## src/rtl/snake_pkg.sv

```systemverilog
// Shared types and reset-placement helper for the snake playfield blocks.
// Provides coord_t, the spawn FSM state enum and the apple start-cell function.
package snake_pkg;

    localparam int GRID_BITS_DEF = 4;

    // Packed {x,y} cell coordinate at the default grid size
    typedef logic [2*GRID_BITS_DEF-1:0] coord_t;

    typedef enum logic [1:0] {
        IDLE,
        DRAW,
        SCAN,
        COMMIT
    } spawn_state_t;

    // Start cell of apple slot: {X0, Y0+2*slot}, X0 = 3*2^(gb-2), Y0 = 5,
    // each wrapped to the grid. Result is right-aligned {x,y}.
    function automatic logic [15:0] reset_coord(input int gb, input int slot);
        int unsigned n;
        int unsigned x0;
        int unsigned y0;
        n  = 32'd1 << gb;
        x0 = (3 * (n >> 2)) % n;
        y0 = (5 + 2 * slot) % n;
        return 16'((x0 << gb) | y0);
    endfunction

endpackage

```

## src/rtl/coll_edge_sync.sv

```systemverilog
// Two-flop synchronizer for the collision level plus rising-edge pulse.
// Ports: clk_i, rst_ni (async low), clr_i (sync clear), level_i, edge_o.
module coll_edge_sync (
    input  logic clk_i,
    input  logic rst_ni,
    input  logic clr_i,
    input  logic level_i,
    output logic edge_o
);

    logic q0_q;
    logic q1_q;

    always_ff @(posedge clk_i or negedge rst_ni) begin
        if (!rst_ni) begin
            q0_q <= 1'b0;
            q1_q <= 1'b0;
        end else if (clr_i) begin
            q0_q <= 1'b0;
            q1_q <= 1'b0;
        end else begin
            q0_q <= level_i;
            q1_q <= q0_q;
        end
    end

    assign edge_o = q0_q & ~q1_q;

endmodule

```

## src/rtl/apple_spawner.sv

```systemverilog
// Multi-apple placement engine: respawns eaten slots at random free cells
// and answers the display scanner's per-cell apple query.
// Ports: clk, reset (async low), s_reset (sync restart), good_coll,
//   eat_coord, rand_x, rand_y, body[], body_len, x, y in;
//   apple, apple_valid, busy, spawn_fail out.
// Option: APPLE_LFSR_EN selects an internal 16-bit LFSR as the draw source.
module apple_spawner
    import snake_pkg::*;
#(
    parameter int GRID_BITS  = 4,
    parameter int MAX_LENGTH = 32,
    parameter int N_APPLES   = 2,
    parameter int MAX_TRIES  = 8
) (
    input  logic                             clk,
    input  logic                             reset,
    input  logic                             s_reset,
    input  logic                             good_coll,
    input  logic [2*GRID_BITS-1:0]           eat_coord,
    input  logic [GRID_BITS-1:0]             rand_x,
    input  logic [GRID_BITS-1:0]             rand_y,
    input  logic [2*GRID_BITS-1:0]           body [MAX_LENGTH],
    input  logic [$clog2(MAX_LENGTH+1)-1:0]  body_len,
    input  logic [GRID_BITS-1:0]             x,
    input  logic [GRID_BITS-1:0]             y,
    output logic                             apple,
    output logic [N_APPLES-1:0]              apple_valid,
    output logic                             busy,
    output logic                             spawn_fail
);

    localparam int CW = 2 * GRID_BITS;
    localparam int LW = $clog2(MAX_LENGTH + 1);
    localparam int IW = (MAX_LENGTH > 1) ? $clog2(MAX_LENGTH) : 1;
    localparam int TW = $clog2(MAX_TRIES + 1);
    localparam int SW = (N_APPLES > 1) ? $clog2(N_APPLES) : 1;

    spawn_state_t         state_q;
    logic [N_APPLES-1:0]  valid_q;
    logic [N_APPLES-1:0]  valid_d;
    logic [N_APPLES-1:0]  pending_q;
    logic [N_APPLES-1:0]  pending_d;
    logic [CW-1:0]        coord_q [N_APPLES];
    logic [SW-1:0]        slot_q;
    logic [TW-1:0]        tries_q;
    logic [CW-1:0]        cand_q;
    logic [IW-1:0]        idx_q;
    logic                 apple_q;
    logic                 fail_q;

    logic                 eat_edge;
    logic [CW-1:0]        draw_c;
    logic [LW-1:0]        len_c;
    logic                 hit_apple_c;
    logic                 hit_body_c;
    logic                 scan_last_c;
    logic                 give_up_c;
    logic                 query_c;
    logic [N_APPLES-1:0]  eat_mask_c;
    logic [N_APPLES-1:0]  commit_mask_c;
    logic [SW-1:0]        pick_c;

    coll_edge_sync u_sync (
        .clk_i   (clk),
        .rst_ni  (reset),
        .clr_i   (s_reset),
        .level_i (good_coll),
        .edge_o  (eat_edge)
    );

`ifdef APPLE_LFSR_EN
    logic [15:0] lfsr_q;

    always_ff @(posedge clk or negedge reset) begin
        if (!reset) begin
            lfsr_q <= 16'hACE1;
        end else if (s_reset) begin
            lfsr_q <= 16'hACE1;
        end else begin
            lfsr_q <= {1'b0, lfsr_q[15:1]} ^ (lfsr_q[0] ? 16'hB400 : 16'h0000);
        end
    end

    assign draw_c = lfsr_q[CW-1:0];
`else
    assign draw_c = {rand_x, rand_y};
`endif

    always_comb begin
        len_c = (body_len > LW'(MAX_LENGTH)) ? LW'(MAX_LENGTH) : body_len;
        hit_apple_c = 1'b0;
        query_c     = 1'b0;
        eat_mask_c  = '0;
        pick_c      = '0;
        for (int j = 0; j < N_APPLES; j++) begin
            // The slot being respawned is invalid, so it never blocks itself
            if (valid_q[j] && j != int'(slot_q) && coord_q[j] == draw_c)
                hit_apple_c = 1'b1;
            if (valid_q[j] && coord_q[j] == {x, y})
                query_c = 1'b1;
            if (eat_edge && valid_q[j] && coord_q[j] == eat_coord)
                eat_mask_c[j] = 1'b1;
        end
        for (int j = N_APPLES - 1; j >= 0; j--) begin
            if (pending_q[j])
                pick_c = SW'(j);
        end
        hit_body_c  = (body[idx_q] == cand_q);
        scan_last_c = (int'(idx_q) + 1 >= int'(len_c));
        give_up_c   = (tries_q == TW'(MAX_TRIES - 1));
        commit_mask_c = (state_q == COMMIT) ? (N_APPLES'(1) << slot_q) : '0;
        valid_d   = (valid_q & ~eat_mask_c) | commit_mask_c;
        pending_d = (pending_q | eat_mask_c) & ~commit_mask_c;
    end

    always_ff @(posedge clk or negedge reset) begin
        if (!reset) begin
            state_q   <= IDLE;
            valid_q   <= '1;
            pending_q <= '0;
            slot_q    <= '0;
            tries_q   <= '0;
            cand_q    <= '0;
            idx_q     <= '0;
            apple_q   <= 1'b0;
            fail_q    <= 1'b0;
            for (int i = 0; i < N_APPLES; i++)
                coord_q[i] <= CW'(reset_coord(GRID_BITS, i));
        end else if (s_reset) begin
            state_q   <= IDLE;
            valid_q   <= '1;
            pending_q <= '0;
            slot_q    <= '0;
            tries_q   <= '0;
            cand_q    <= '0;
            idx_q     <= '0;
            apple_q   <= 1'b0;
            fail_q    <= 1'b0;
            for (int i = 0; i < N_APPLES; i++)
                coord_q[i] <= CW'(reset_coord(GRID_BITS, i));
        end else begin
            valid_q   <= valid_d;
            pending_q <= pending_d;
            apple_q   <= query_c;
            fail_q    <= 1'b0;
            unique case (state_q)
                IDLE: begin
                    if (|pending_q) begin
                        slot_q  <= pick_c;
                        tries_q <= '0;
                        state_q <= DRAW;
                    end
                end
                DRAW: begin
                    cand_q <= draw_c;
                    idx_q  <= '0;
                    if (hit_apple_c) begin
                        tries_q <= tries_q + TW'(1);
                        if (give_up_c) begin
                            fail_q  <= 1'b1;
                            state_q <= IDLE;
                        end
                    end else if (len_c == '0) begin
                        state_q <= COMMIT;
                    end else begin
                        state_q <= SCAN;
                    end
                end
                SCAN: begin
                    if (hit_body_c) begin
                        tries_q <= tries_q + TW'(1);
                        // Out of retries: slot stays pending and is retried
                        fail_q  <= give_up_c;
                        state_q <= give_up_c ? IDLE : DRAW;
                    end else if (scan_last_c) begin
                        state_q <= COMMIT;
                    end else begin
                        idx_q <= idx_q + IW'(1);
                    end
                end
                COMMIT: begin
                    coord_q[slot_q] <= cand_q;
                    state_q <= IDLE;
                end
            endcase
        end
    end

    assign apple       = apple_q;
    assign apple_valid = valid_q;
    assign busy        = (state_q != IDLE);
    assign spawn_fail  = fail_q;

endmodule
```

## config.mk

```make
export PLATFORM = sky130hd
export DESIGN_NAME = apple_spawner
export DESIGN_NICKNAME = d
export VERILOG_FILES = /design/src/rtl/snake_pkg.sv /design/src/rtl/coll_edge_sync.sv /design/src/rtl/apple_spawner.sv
export SDC_FILE = /design/constraint.sdc
export NUM_CORES = 1
export LEC_CHECK = 0
export CAP_MARGIN = 15
export CORE_ASPECT_RATIO = 1.5
export CORE_MARGIN = 3
export CORE_UTILIZATION = 41
export CTS_BUF_LIST = sky130_fd_sc_hd__clkbuf_4 sky130_fd_sc_hd__clkbuf_8
export DETAILED_ROUTE_END_ITERATION = 10
export PLACE_DENSITY = 0.84
export SLEW_MARGIN = 20
export SYNTH_ARGS = -nofsm -noshare
export SYNTH_HDL_FRONTEND = slang
export SYNTH_HIERARCHICAL = 1
export SYNTH_SLANG_ARGS = --single-unit
```

## constraint.sdc

```tcl
create_clock -name clk -period 3.6 [get_ports clk]
set_clock_uncertainty 0.15 [all_clocks]
set_input_delay 0.9 -clock clk [delete_from_list [all_inputs] [get_ports clk]]
set_output_delay 0.9 -clock clk [all_outputs]
set_load 0.005 [all_outputs]
```

==> results.ini, run 1 <==
[placed_design]
hpwlAfterDp_um = 19760
gp_congestion = 0.9356
dp.cells = 987
dpl_cell_area_mm2 = 0.008484
portBuffers = 294
place_ws_ns = -0.4493

[sta]
worst_slack_ns = 0.03736
hold_violations = 0
slew_viol_final = 0
max_freq_ghz = 0.2807
holdWs_ns = 0.3568
period_share = 0.9896
max_slew_margin = 0.2644
worst_slew_pin_slew_ns = 1.101
finalCriticalPeriod_ns = 3.563
setup_violations = 0

[logic_synthesis]
synthArstFlopShare = 1.000
synth_top_flop_cell = dfrtp_1
ys_types = 67
syn-num-nets = 850
synth_area_mm2 = 0.005339
ys_seq_area_frac = 0.2088
avgSynthCellArea_um2 = 9.742
yosysMostFrequentCell = mux2i_1
yosys_warnings = 6
synth.area.top_cells = dfrtp_1, mux2i_1, mux4_2, dfstp_2, xnor2_1
synth-edff-count = 0
synth_common_cells = mux2i_1, nand2_1, dfrtp_1
synth_top_cell_by_area = dfrtp_1
synthesis.instances = 548
yosysTopAreaCellShare = 0.1547
synth-seq-cells = 44

[cts]
insertion_delay_ns = 0.31
numCtsBuffers = 5
clk_pin_slew_ns = 0.09
cts_root_buffer = clkbuf_8
cts_tree = yes
cts.path.max_buffers = 2
holdBufCountCts = 0
cts_sinks = 44
cts_htree_levels = 2

[finish]
drive_above_1_share = 0.1373
post-route-util = 0.6932
fin_cells = 1003
fin_area_mm2 = 0.008760
nets = 1146
areaGrowthSynthToFinish_pct = 64.07

[detailed_routing]
wl_met2_um = 11940
ant_nets = 0
wl_per_cell_um = 23.27
avgViaCountPerCell = 5.942
drt_iter0_markers = 350
drc = 0
top_layer = met5
dr.pass1.iters = 5
routed_wl_um = 23340
vias = 5960
wl_met1_um = 8273
wl_met3_um = 1913

[power_and_ir_drop]
leakagePower_nw = 3.256
ir_drop_uv = 167.1
powerDensity_mw_per_mm2 = 207.3

[global_route]
grt_max_degree = 38
grt_pass1_vias = 6373
grt_first_pass_wirelength_um = 35230
gr-usage-all-layers = 0.3139
antenna_found_initial = 3
overflow = 0

[floorplan]
row_count = 50
initial_core_util = 0.4225
die_y_um = 145.8
dieArea_mm2 = 0.01446
ios = 295
coreArea_mm2 = 0.01264
die_width_um = 99.17

[critical_path]
cp.arrival_ns = 3.66
start_kind = input pin
critPathCaptureType = register
crit_fanout = 6
worstSetupPathType = in2reg
cp_data_required_time_ns = 3.70

[worst_hold_path]
hp-class = reg2reg

[outcome]
outcome = completed

[flow_run]
drv_cap = 0

==> final cells by class <==
type / instances / area, um2
timing repair buffer: 327 / 3239
clock inverter: 3 / 42.54
multi-input combinational: 453 / 4038
antenna: 2 / 5.005
tap: 156 / 195.2
clock buffer: 5 / 68.82
fill: 985 / 3877
inverter: 13 / 48.80
sequential: 44 / 1122
==> placed cells by master, fill, tap and decap left out, types with 4 or more instances in the layout <==
cell type / netlist / layout
a21o_1: 5 / 5
nor2_1: 23 / 22
xor2_1: 28 / 28
clkbuf_8: 0 / 5
inv_1: 13 / 13
dfrtp_1: 33 / 31
nor2b_1: 11 / 11
dlymetal6s2s_1: 0 / 4
dfstp_2: 11 / 11
nand4_1: 10 / 10
o21ai_0: 4 / 4
a22oi_1: 20 / 20
o22ai_1: 4 / 4
and3_1: 6 / 6
nand2b_1: 6 / 6
ha_1: 12 / 12
mux4_2: 32 / 35
a22o_1: 5 / 5
xnor2_1: 31 / 30
nand3_1: 15 / 14
buf_4: 2 / 27
o211ai_1: 8 / 8
mux2i_1: 82 / 82
a31oi_1: 6 / 5
clkdlybuf4s50_1: 0 / 271
a21oi_1: 20 / 16
nor4_1: 8 / 8
nand2_1: 48 / 48
a211oi_1: 7 / 6
nor3_1: 6 / 6
buf_12: 0 / 5
dlygate4sd2_1: 0 / 18
==> through the flow <==
| stage | total power [mW] | setup TNS, ns |
|---|---|---|
| 6_report | 1.816 | 0 |
| 5_1_grt | 1.897 | -0.005001 |
| 4_1_cts | 1.806 | 0 |
| 3_5_place_dp | 1.400 | -4.211 |
| 3_3_place_gp | 1.380 | -3.423 |
| 2_1_floorplan | 0.9350 | 0 |
==> routing by layer <==
| metal | vias to the layer above | global-route usage |
|---|---|---|
| met4 | 6 | 0.1353 |
| met2 | 334 | 0.5552 |
| met5 | - | 0 |
| met3 | 76 | 0.06619 |
| li1 | 2701 | - |
| met1 | 2843 | 0.3594 |
==> timing repair <==
action,4_1_cts,5_1_grt
buffers inserted,7,0
gates resized for setup,28,18
pin swaps,11,13
setup endpoints to repair,11,6
==> sequential cells by signal, summed over array words and instances (netlist names), 2 cells and up <==
signal,cells
coord_q,16
cand_q,8
idx_q,5
tries_q,4
apple_valid,2
pending_q,2
state_q,2
==> worst paths after layout <==
| kind | startpoint | end | slack (ns) | cells past startpoint |
|---|---|---|---|---|
| max reg2reg | idx_q[0]$_DFFE_PN0P_ | state_q[1]$_DFFE_PN0P_ | 0.15 | 11 |
| min reg2reg | tries_q[2]$_DFFE_PN0P_ | tries_q[2]$_DFFE_PN0P_ | 0.36 | 1 |
| max | body[171] | state_q[1]$_DFFE_PN0P_ | 0.04 | 11 |
| min | tries_q[2]$_DFFE_PN0P_ | tries_q[2]$_DFFE_PN0P_ | 0.36 | 1 |
| max in group asynchronous | reset | coord_q[0]$_DFFE_PN1P_ | 2.05 | 2 |
| min in group asynchronous | reset | pending_q[0]$_DFF_PN0_ | 0.52 | 1 |
==> worst max-delay path, cell delays in order <==
cell and delay, ns:
dlygate4sd2_1 0.25, mux4_2 0.45, mux4_2 0.49, xor2_1 0.16, a211o_1 0.25, o22ai_2 0.22
o2111ai_4 0.19, o21ai_4 0.22, buf_12 0.15, mux2i_1 0.23, a22o_1 0.16
==> cell families (layout without fill, tap and decap cells) <==
kind of cell,Yosys count,after routing,synth area share
fa+ha+maj,12,12,0.02812
compound gates,111,111,0.1589
other cells,0,2,0
flops,44,44,0.2088
simple gates,151,151,0.1448
mux,120,120,0.3098
xor+xnor,59,59,0.09679
buf+inv,51,348,0.05273
==> where the power goes <==
group | switching, mW | internal (mW) | total (mW)
sequential | 0.0369 | 0.518 | 0.555
combinational | 0.352 | 0.521 | 0.873
clock | 0.182 | 0.206 | 0.388
total | 0.571 | 1.24 | 1.82
(Power assumes the default switching activity.)
==> run 2, diff against run 1 <==
Settings changed: GPL_TIMING_DRIVEN from default to 0, RECOVER_POWER from default to 25.
==> run 2 against run 1 <==
  * The flow now finishes with violations (capacitance limit, slew limit)
  * Worst setup slack improved by 0.014 ns
  * Global-route usage grew 1.5 points
  * Hold slack worse by 0.0057 ns
  * Clock-buffer cell count is 1 higher
  * Register-to-register slack worse by 0.05 ns
  * Critical endpoint is now idx_q[1]$_DFFE_PN0P_
==> results.ini, run 2 (synthesized netlist as in run 1, its figures left out) <==
[global_route]
use_met1 = 0.3777  ; +0.01831
grt_first_pass_wirelength_um = 36760  ; +4.3%
grt_max_degree = 30  ; -21%
grt_pass1_vias = 6517  ; +2.3%
antenna_found_initial = 4  ; +1
gr-usage-all-layers = 0.3288  ; +0.01491
busiest_layer = met2
use_met2 = 0.5898  ; +0.03466
grtUsageMet3 = 0.05947  ; -0.006715
overflow = 0  ; unchanged

[cts]
cts_root_buffer = clkbuf_8
cts_sinks = 44  ; unchanged
cts_tree = yes
clk_pin_slew_ns = 0.08  ; about the same
insertion_delay_ns = 0.31  ; about the same
numCtsBuffers = 5  ; unchanged
holdBufCountCts = 0  ; unchanged
cts.path.max_buffers = 2  ; unchanged
cts_htree_levels = 2  ; unchanged

[floorplan]
row_count = 50  ; unchanged
die_width_um = 99.17  ; unchanged
ios = 295  ; unchanged
dieArea_mm2 = 0.01446  ; unchanged
coreArea_mm2 = 0.01264  ; unchanged
die_y_um = 145.8  ; unchanged
initial_core_util = 0.4225  ; unchanged

[critical_path]
r2r_setup_slack_ns = 0.10  ; -0.05 ns
critPathCaptureType = register
cp.arrival_ns = 3.62  ; -0.04 ns
cp_data_required_time_ns = 3.67  ; -0.03 ns
r2r_start = idx_q[0]$_DFFE_PN0P_
crit_start = body[10]
start_kind = input pin
r2r-end = idx_q[1]$_DFFE_PN0P_
reg2regPathDepth = 12  ; +1
crit_fanout = 5  ; -1
worstSetupPathType = in2reg

[finish]
areaGrowthSynthToFinish_pct = 67.14
fin_area_mm2 = 0.008924  ; +1.9%
largest_reg_flops = 16  ; unchanged
drive_above_1_share = 0.1713  ; +0.03405
final_common_cell = clkdlybuf4s50_1
top_regs = coord_q (16), cand_q (8), idx_q (5)
post-route-util = 0.7061  ; +0.01297
nets = 1159  ; +1.1%
largest-register = coord_q
num-fill-cells = 974  ; -1.1%
layout_common_cells = clkdlybuf4s50_1, mux2i_1, nand2_1

[sta]
worst_slack_ns = 0.05099  ; +0.01363 ns
max_slew_margin = -0.06127  ; -0.3257
slew_viol_final = 30  ; +30
setup_violations = 0  ; unchanged
worst_slew_pin_slew_ns = 1.592  ; +0.4908 ns
final.setup.tns_ns = 0  ; unchanged
max_freq_ghz = 0.2818  ; +0.38%
hold_violations = 0  ; unchanged
period_share = 0.9858  ; -0.003785
finalCriticalPeriod_ns = 3.549  ; -0.01363 ns
holdWs_ns = 0.3511  ; -0.005708 ns
rsz0062_at_grt = yes

[detailed_routing]
dr.pass1.iters = 5  ; unchanged
wl_per_cell_um = 24.34  ; +4.6%
routed_wl_um = 24710  ; +5.9%
ant_nets = 0  ; unchanged
avgViaCountPerCell = 6.033  ; +1.5%
vias = 6123  ; +2.7%
drc = 0  ; unchanged
drt_iter0_markers = 411  ; +17%

[placed_design]
hpwlAfterDp_um = 20460  ; +3.6%
portBuffers = 294  ; unchanged
place_ws_ns = -0.6928  ; -0.2435 ns
dpl_cell_area_mm2 = 0.008492  ; about the same
gp_congestion = 0.9383  ; +0.29%

[worst_hold_path]
hold_start = tries_q[2]$_DFFE_PN0P_
hp-class = reg2reg
hold_depth = 1  ; unchanged
worstHoldEndpoint = tries_q[2]$_DFFE_PN0P_

[flow_run]
drv_cap = 1  ; +1

[power_and_ir_drop]
leakagePower_nw = 3.368  ; +3.5%
ir_drop_uv = 179.0  ; +7.1%
powerDensity_mw_per_mm2 = 208.9  ; +0.75%

[outcome]
violations = capacitance limit, slew limit
outcome = finished, violations left

## run 2: changes by cell type in the layout (fill, tap and decap cells not counted), sizes merged
| cell | previous run | this run |
|---|---|---|
| dlygate4sd2 | 18 | 0 |
| clkdlybuf4s50 | 271 | 263 |
| clkbuf | 5 | 42 |
| clkinvlp | 1 | 0 |
| diode | 2 | 1 |
| buf | 34 | 27 |
| dlymetal6s2s | 4 | 14 |
## run 2: metrics by stage
step | power (mW) | instances
6_report | 1.864 | 1015
5_1_grt | 1.941 | 1015
4_1_cts | 1.810 | 1009
3_5_place_dp | 1.402 | 999
3_3_place_gp | 1.381 | 998
2_1_floorplan | 0.9350 | 548
## run 2: worst max-delay path by stage
stage | end | slack (ns) | cells after the start
global route | tries_q[2]$_DFFE_PN0P_ | -0.03 | 13
detailed placement | idx_q[1]$_DFFE_PN0P_ | -0.69 | 10
global placement | idx_q[1]$_DFFE_PN0P_ | -0.64 | 10
finish | idx_q[1]$_DFFE_PN0P_ | 0.05 | 11
CTS | idx_q[1]$_DFFE_PN0P_ | 0.002 | 10
floorplan | idx_q[1]$_DFFE_PN0P_ | 0.09 | 9
## run 2: layout make-up
type / count / area, um2 / area share
plain buffers: 38 / 304.0 / 0.03407
flip-flops and latches: 44 / 1116 / 0.1251
diodes: 1 / 2.502 / 0.0002804
clock buffers: 6 / 76.32 / 0.008553
multi-input cells: 453 / 4190 / 0.4696
inverters: 13 / 48.80 / 0.005468
clock inverters: 2 / 35.03 / 0.003926
well taps: 156 / 195.2 / 0.02187
repair buffers: 302 / 2955 / 0.3312
## run 2: power by group
| part | switching [mW] | internal [mW] | total [mW] |
|---|---|---|---|
| Combinational | 0.388 | 0.544 | 0.933 |
| Clock | 0.175 | 0.214 | 0.389 |
| Sequential | 0.0252 | 0.517 | 0.543 |
| Total | 0.588 | 1.28 | 1.86 |
## run 2: worst max-delay path, stage by stage
cell,delay [ns]
clkdlybuf4s50_1,0.40
mux4_2,0.47
a32o_2,0.26
a31oi_4,0.17
o41ai_2,0.11
xnor2_1,0.27
o2111ai_4,0.19
buf_6,0.17
o21ai_4,0.22
mux2_4,0.33
a21oi_2,0.12
## run 2: repair_timing
item,CTS,global route
pin swaps,9,23
buffers inserted,2,5
endpoints found under the setup margin,12,12
gates resized for setup,41,102
## run 2: layer usage
layer | vias up | share of wire
li1 | 2724 | -
met1 | 2938 | 0.35
met2 | 384 | 0.51
met3 | 71 | 0.091
met4 | 6 | 0.043
met5 | - | 0.0013
==> run 3, diff against run 2 <==
Settings changed: CTS_CLUSTER_SIZE from default to 30.
==> results of run 3 <==
Same layout as run 2: the final DEF is identical, and so are final timing and power.
